--- src/rtl/hex_disp_pkg.sv ---
// hex_disp_pkg: shared constants for the multiplexed hex display.
// Holds the digit count, the all-segments-off pattern, and the active-low
// seven-segment table (bit 0 = a ... bit 6 = g, bit 7 = dp kept off).
package hex_disp_pkg;

  localparam int NUM_DIGITS = 8;

  localparam logic [7:0] SEG_OFF = 8'hFF;

  // Entry n is the pattern for hex digit n; index 0 is the rightmost element.
  localparam logic [15:0][7:0] SEG_TABLE = {
    8'h8E, 8'h86, 8'hA1, 8'hC6,   // F E D C
    8'h83, 8'h88, 8'h90, 8'h80,   // B A 9 8
    8'hF8, 8'h82, 8'h92, 8'h99,   // 7 6 5 4
    8'hB0, 8'hA4, 8'hF9, 8'hC0    // 3 2 1 0
  };

endpackage

--- src/rtl/hex7seg_decode.sv ---
// hex7seg_decode: combinational nibble to active-low segment pattern.
module hex7seg_decode
  import hex_disp_pkg::*;
(
  input  logic [3:0] i_nibble,
  output logic [7:0] o_seg
);

  // Table lookup; dp bit comes from the table and is always off.
  always_comb begin
    o_seg = SEG_TABLE[i_nibble];
  end

endmodule

--- src/rtl/hex_scan_display.sv ---
// hex_scan_display: time-multiplexed driver for an 8-digit hex display.
// A prescaler holds each digit for SCAN_DIV cycles; the first BLANK cycles
// of every slot force all segments off to suppress ghosting.
// Optional build macro LEADING_ZERO_BLANK_EN: blank digits whose nibble and
// all more significant nibbles are zero (digit 0 always shown).
module hex_scan_display
  import hex_disp_pkg::*;
#(
  parameter int SCAN_DIV = 50000,
  parameter int BLANK    = 1000
) (
  input  logic        clk,
  input  logic        rst,
  input  logic [31:0] data,
  input  logic        load,
  output logic [2:0]  which,
  output logic [7:0]  seg,
  output logic        frame
);

  localparam int          CNT_W   = $clog2(SCAN_DIV);
  localparam logic [CNT_W-1:0] CNT_LAST = CNT_W'(SCAN_DIV - 1);
  localparam logic [31:0] BLANK_U = BLANK;

  logic [CNT_W-1:0] r_cnt;
  logic [2:0]       r_idx;
  logic [31:0]      r_cap;
  logic [2:0]       r_which;
  logic [7:0]       r_seg;
  logic             r_frame;

  logic             w_slot_end;
  logic             w_in_blank;
  logic             w_lz_blank;
  logic [3:0]       w_nibble;
  logic [7:0]       w_pattern;
  logic [31:0]      w_upper;

  // Slot bookkeeping and nibble selection for the digit currently scanned.
  always_comb begin
    w_slot_end = (r_cnt == CNT_LAST);
    w_in_blank = ({{(32-CNT_W){1'b0}}, r_cnt} < BLANK_U);
    w_nibble   = r_cap[{r_idx, 2'b00} +: 4];
    w_upper    = r_cap >> {r_idx, 2'b00};
  end

`ifdef LEADING_ZERO_BLANK_EN
  // Blank a leading zero: this nibble and everything above it are zero.
  always_comb begin
    w_lz_blank = (r_idx != 3'd0) && (w_upper == 32'd0);
  end
`else
  // Every digit is always decoded in the default build.
  always_comb begin
    w_lz_blank = 1'b0;
  end
`endif

  hex7seg_decode u_decode (
    .i_nibble (w_nibble),
    .o_seg    (w_pattern)
  );

  // Prescaler and digit index; the scan free-runs and load never disturbs it.
  always_ff @(posedge clk or posedge rst) begin
    if (rst) begin
      r_cnt <= '0;
      r_idx <= 3'd0;
    end else if (w_slot_end) begin
      r_cnt <= '0;
      r_idx <= r_idx + 3'd1;
    end else begin
      r_cnt <= r_cnt + 1'b1;
    end
  end

  // Capture register follows data on every edge where load is high.
  always_ff @(posedge clk or posedge rst) begin
    if (rst) begin
      r_cap <= 32'd0;
    end else if (load) begin
      r_cap <= data;
    end
  end

  // Registered outputs, one cycle behind the scan position. frame marks the
  // cycle where which first shows 0 after having shown 7.
  always_ff @(posedge clk or posedge rst) begin
    if (rst) begin
      r_which <= 3'd0;
      r_seg   <= SEG_OFF;
      r_frame <= 1'b0;
    end else begin
      r_which <= r_idx;
      r_seg   <= (w_in_blank || w_lz_blank) ? SEG_OFF : w_pattern;
      r_frame <= (r_idx == 3'd0) && (r_which == 3'(NUM_DIGITS - 1));
    end
  end

  assign which = r_which;
  assign seg   = r_seg;
  assign frame = r_frame;

endmodule

--- config.mk ---
export PLATFORM = sky130hd
export DESIGN_NAME = hex_scan_display
export DESIGN_NICKNAME = d
export VERILOG_FILES = /design/src/rtl/hex_disp_pkg.sv /design/src/rtl/hex7seg_decode.sv /design/src/rtl/hex_scan_display.sv
export SDC_FILE = /design/constraint.sdc
export NUM_CORES = 1
export LEC_CHECK = 0
export ABC_AREA = 1
export CORE_UTILIZATION = 50
export DETAILED_ROUTE_END_ITERATION = 10
export GPL_TIMING_DRIVEN = 0
export HOLD_SLACK_MARGIN = 0.08
export PLACE_DENSITY = 0.75
export SKIP_LAST_GASP = 1
export SYNTH_ARGS = -nofsm -noshare
export SYNTH_HDL_FRONTEND = slang
export SYNTH_HIERARCHICAL = 1
export SYNTH_SLANG_ARGS = --single-unit
--- constraint.sdc ---
create_clock -name clk -period 2.7 [get_ports clk]
set_clock_uncertainty 0.1 [all_clocks]
set_input_delay 0.405 -clock clk [delete_from_list [all_inputs] [get_ports clk]]
set_output_delay 0.405 -clock clk [all_outputs]
set_load 0.01 [all_outputs]
==> impl.org <==
** Outcome
- Status :: finished, final reports clean

** Final layout
- Diodes inserted :: 0
- Area of all placed cells without fillers :: 3950 um2
- After the last flow step, the layout net total stands at 485.
- Area grow syn2layout :: 22.7%
- Post-layout util :: 65.2%
- The post-route netlist has 13.8% of its cells at a drive strength greater than 1.
- Commonest cells after routing, fill and taps aside :: nand2_1, dfrtp_1, inv_1, clkdlybuf4s50_1, o21ai_0
- Leaving out fill and tap cells, the most frequent cell in the layout is nand2_1.

** Floorplanning
- Die extent in y :: 82.3 um
- For this configuration, the core starts out at a cell density of 53.1%.
- Die outline width :: 82.3 um
- Count of boundary I/O pins :: 47
- Number of placement rows :: 28
- Total core area :: 6060 um2
- The die covers 6770 um2.

** Min path
- The min-delay analysis places its worst path in the category reg2reg.
- Beginning of the worst hold path :: r_idx[2]
- End point of the most critical hold path :: which[2]
- Counting instances, the worst hold path has a depth of 0.

** Yosys
- Counting distinct cell types in the post-synthesis netlist gives 29.
- Gate count after technology mapping :: 383
- Avg Inst Size Synth :: 8.41 um2
- Share of the yosys chip area belonging to registers :: 49.3%
- Total nets after synthesis :: 428
- The synthesized netlist devotes 3.89% of its cell area to adder and majority cells.
- For this run, the number of Yosys warnings is 6.
- Mux contribution to synthesized area :: 5.59%
- The synthesized netlist devotes 2.45% of its cell area to XOR and XNOR gates.
- By area, the combinational part of the netlist is dominated by simple AND/OR/NAND/NOR gates.
- Summing the areas of all compound-gate instances in the mapped netlist gives 9.36% of the synthesized area.
- Flops & latches, synth :: 63
- Summing the areas of all and, or, nand and nor instances in the mapped netlist gives 20.1% of the synthesized area.
- In this run the cell area of the synthesized design comes to 3220 um2.

** Setup path
- The setup path with the least slack is of type reg2reg.
- Setup slack on the worst reg-to-reg path comes out at 0.37 ns.
- Series of cell instances along the critical path :: buf_4 > clkinvlp_4 > a21oi_1 > o21ai_0 > nand2_1 > nand2_1 > nand2_1 > inv_1 > ha_1 > inv_1 > nand2_1 > nand3_1 > nand2_1 > inv_1 > nand2_1
- Cell occurring most often along the worst timing path :: nand2_1
- Launch point of the worst reg-to-reg path :: r_idx[1]
- Family with the most delay on the worst path :: buffers and inverters
- Highest cell delay on the worst timing path :: 0.39 ns
- Crit end category :: flip-flop
- CP Data Arrival Time :: 2.48 ns
- The worst register-to-register path ends at seg[0].
- Worst R2R Path Depth :: 15
- Largest fanout on the critical path :: 10
- For the worst setup path, the data required time is 2.85 ns.
- Buffering stage count on the worst path with inverters included :: 5
- Element type at the critical path start :: flip-flop
- On the critical path, the stage with the largest delay is an instance of dfrtp_1.

** STA
- Share of the clock period used by the worst path after layout :: 86.3%
- Clock period minus worst slack :: 2.33 ns
- Final setup violation count :: 0
- Max Clock Freq :: 429 MHz
- Unrepaired setup endpoints after global routing :: no
- In this run the tightest slew margin relative to its limit is 52.8%.
- The number of slew-limit violations in the final report came to 0.
- Actual slew at the worst max-slew pin :: 0.707 ns
- Hold Vio Cnt, Final :: 0
- Final worst slack :: 0.371 ns
- Final TNS setup :: 0 ns

** GRT
- The via count of the first global-routing pass came to 2457.
- Initial antenna violation count :: 0
- After global routing the overflow that remains totals 0.
- Entering global routing, the biggest net connects 34 pins.
- Global routing used 22.4% of the available tracks across all layers.
- The first global-routing pass estimated 11.2 mm of wire.

** Power and ir drop
- Summed over all cells, the static leakage comes to 0.00194 uW.
- Total power per unit cell area :: 495 nW/um2
- VDD IR-drop max :: 0.000287 V

** CTS
- TritonCTS built the clock tree.
- For the worst-skew pair, the clock arrives at the later sink with an insertion delay of 0.34 ns.
- The H-tree was split into 3 levels.
- The tree is rooted in a clkbuf_8.
- Number of buffers created by CTS :: 9
- Post-cts hold buffer count :: 0
- After clock tree synthesis, the clock-pin slew on the worst setup and hold paths is 0.06 ns.
- Clk sink count :: 63
- Max clock buf depth :: 2

** Routing
- The count of nets left with antenna violations once routing finished came out at 0.
- The final route contains 2539 vias.
- Wires add up to 6.51 mm.
- After detailed routing, the average wire length per cell comes to 12.6 um.
- Via-to-Cell Ratio :: 4.90
- For this run, design rule violations remaining after detail routing come to 0.
- Iter 0 DRT Violations :: 131
- Iteration count of the initial detailed-routing pass :: 4

** Placement
- Final RePlAce weighted congestion :: 0.870
- OpenSTA, run right after detailed placement, puts the worst setup slack at 0.313 ns.
- Area after detailed placement :: 3780 um2
- The wire-length estimate of the detail-placed layout is 4.78 mm.
- # port buffers :: 45

** Job
- Number of maximum-capacitance violations :: 0
cell usage after synthesis (all sizes together):
cell type / number / area share, %
a21oi: 17 / 2.6
buf: 10 / 2.1
clkbuf: 3 / 0.35
clkinv: 2 / 0.39
conb: 1 / 0.12
dfrtp: 55 / 43
dfstp: 8 / 6.5
ha: 10 / 3.9
inv: 55 / 6.4
mux2: 16 / 5.6
nand2: 105 / 12
nand3: 20 / 3.1
nand4: 2 / 0.39
nor2: 29 / 4.0
nor3b: 1 / 0.23
o211ai: 1 / 0.39
o21ai: 37 / 5.9
o21bai: 2 / 0.47
xnor2: 2 / 0.54
xor2: 7 / 1.9
flip-flops by register name (all words and copies together) (netlist names):
| name | flops |
|---|---|
| r_idx | 3 |
| seg | 8 |
| r_cnt | 16 |
| frame | 1 |
| which | 3 |
| r_cap | 32 |
worst reg2reg max path, stage by stage (launching register included):
cell and delay [ns]:
dfrtp_1 0.39, buf_4 0.20, clkinvlp_4 0.20, a21oi_1 0.17
o21ai_0 0.12, nand2_1 0.08, nand2_1 0.05, nand2_1 0.18
inv_1 0.14, ha_1 0.21, inv_1 0.09, nand2_1 0.09
nand3_1 0.09, nand2_1 0.05, inv_1 0.04, nand2_1 0.05
power breakdown:
part           leakage, uW  internal, uW  switching [uW]  total [uW]
combinational      0.00108           113             123         236
sequential        0.000773           990            19.3        1010
clock            0.0000854           372             337         709
total              0.00194          1480             480        1950
how the worst max path moves through the flow:
| stage | slack [ns] | from | depth (start not counted) | end |
|---|---|---|---|---|
| 3_3_place_gp | -0.37 | rst | 2 | r_cap[11] |
| 4_1_cts | 0.28 | r_idx[1] | 15 | seg[0] |
| 5_1_grt | 0.11 | r_idx[1] | 15 | seg[0] |
| 3_5_place_dp | 0.31 | r_idx[1] | 15 | seg[0] |
| 2_1_floorplan | 0.64 | rst | 1 | frame |
| 6_report | 0.37 | r_idx[1] | 15 | seg[0] |
routing by layer:
layer	global-route usage (%)	up-vias	wire length [um]
met5	0	-	0
li1	-	1307	-
met4	8.07	0	102
met2	35.0	61	2980
met1	29.3	1160	3140
met3	7.03	11	287
metrics by stage:
step | cells | total power [uW] | hold WS, ns
2_1_floorplan | 383 | 1170 | 0.252
3_3_place_gp | 503 | 1250 | 0.258
3_5_place_dp | 504 | 1260 | 0.260
4_1_cts | 518 | 1970 | 0.278
5_1_grt | 518 | 2050 | 0.298
6_report | 518 | 1950 | 0.272
cell families (layout without fill, tap and decap cells):
family | count (synthesis) | after routing
buffers and inverters | 70 | 130
multiplexers | 16 | 16
flip-flops | 63 | 63
AND/OR/NAND/NOR | 157 | 157
AO/OA/AOI/OAI | 57 | 57
adder cells (fa/ha/maj) | 10 | 10
other | 1 | 1
XOR/XNOR | 9 | 9
repair_timing:
| item | CTS | global route |
|---|---|---|
| setup buffers | 0 | 0 |
| endpoints found under the setup margin | 0 | 2 |
| gates resized for setup | 0 | 1 |
layout make-up:
cell class              instances  area (um2)
plain buffers                  13        77.6
clock buffers                  13         159
clock inverters                 1        5.00
fillers                       505        2110
inverters                      57         223
multi-input cells             250        1340
flip-flops and latches         63        1590
well taps                      75        93.8
repair buffers                 46         470
Power figures use the tool's default switching activity.
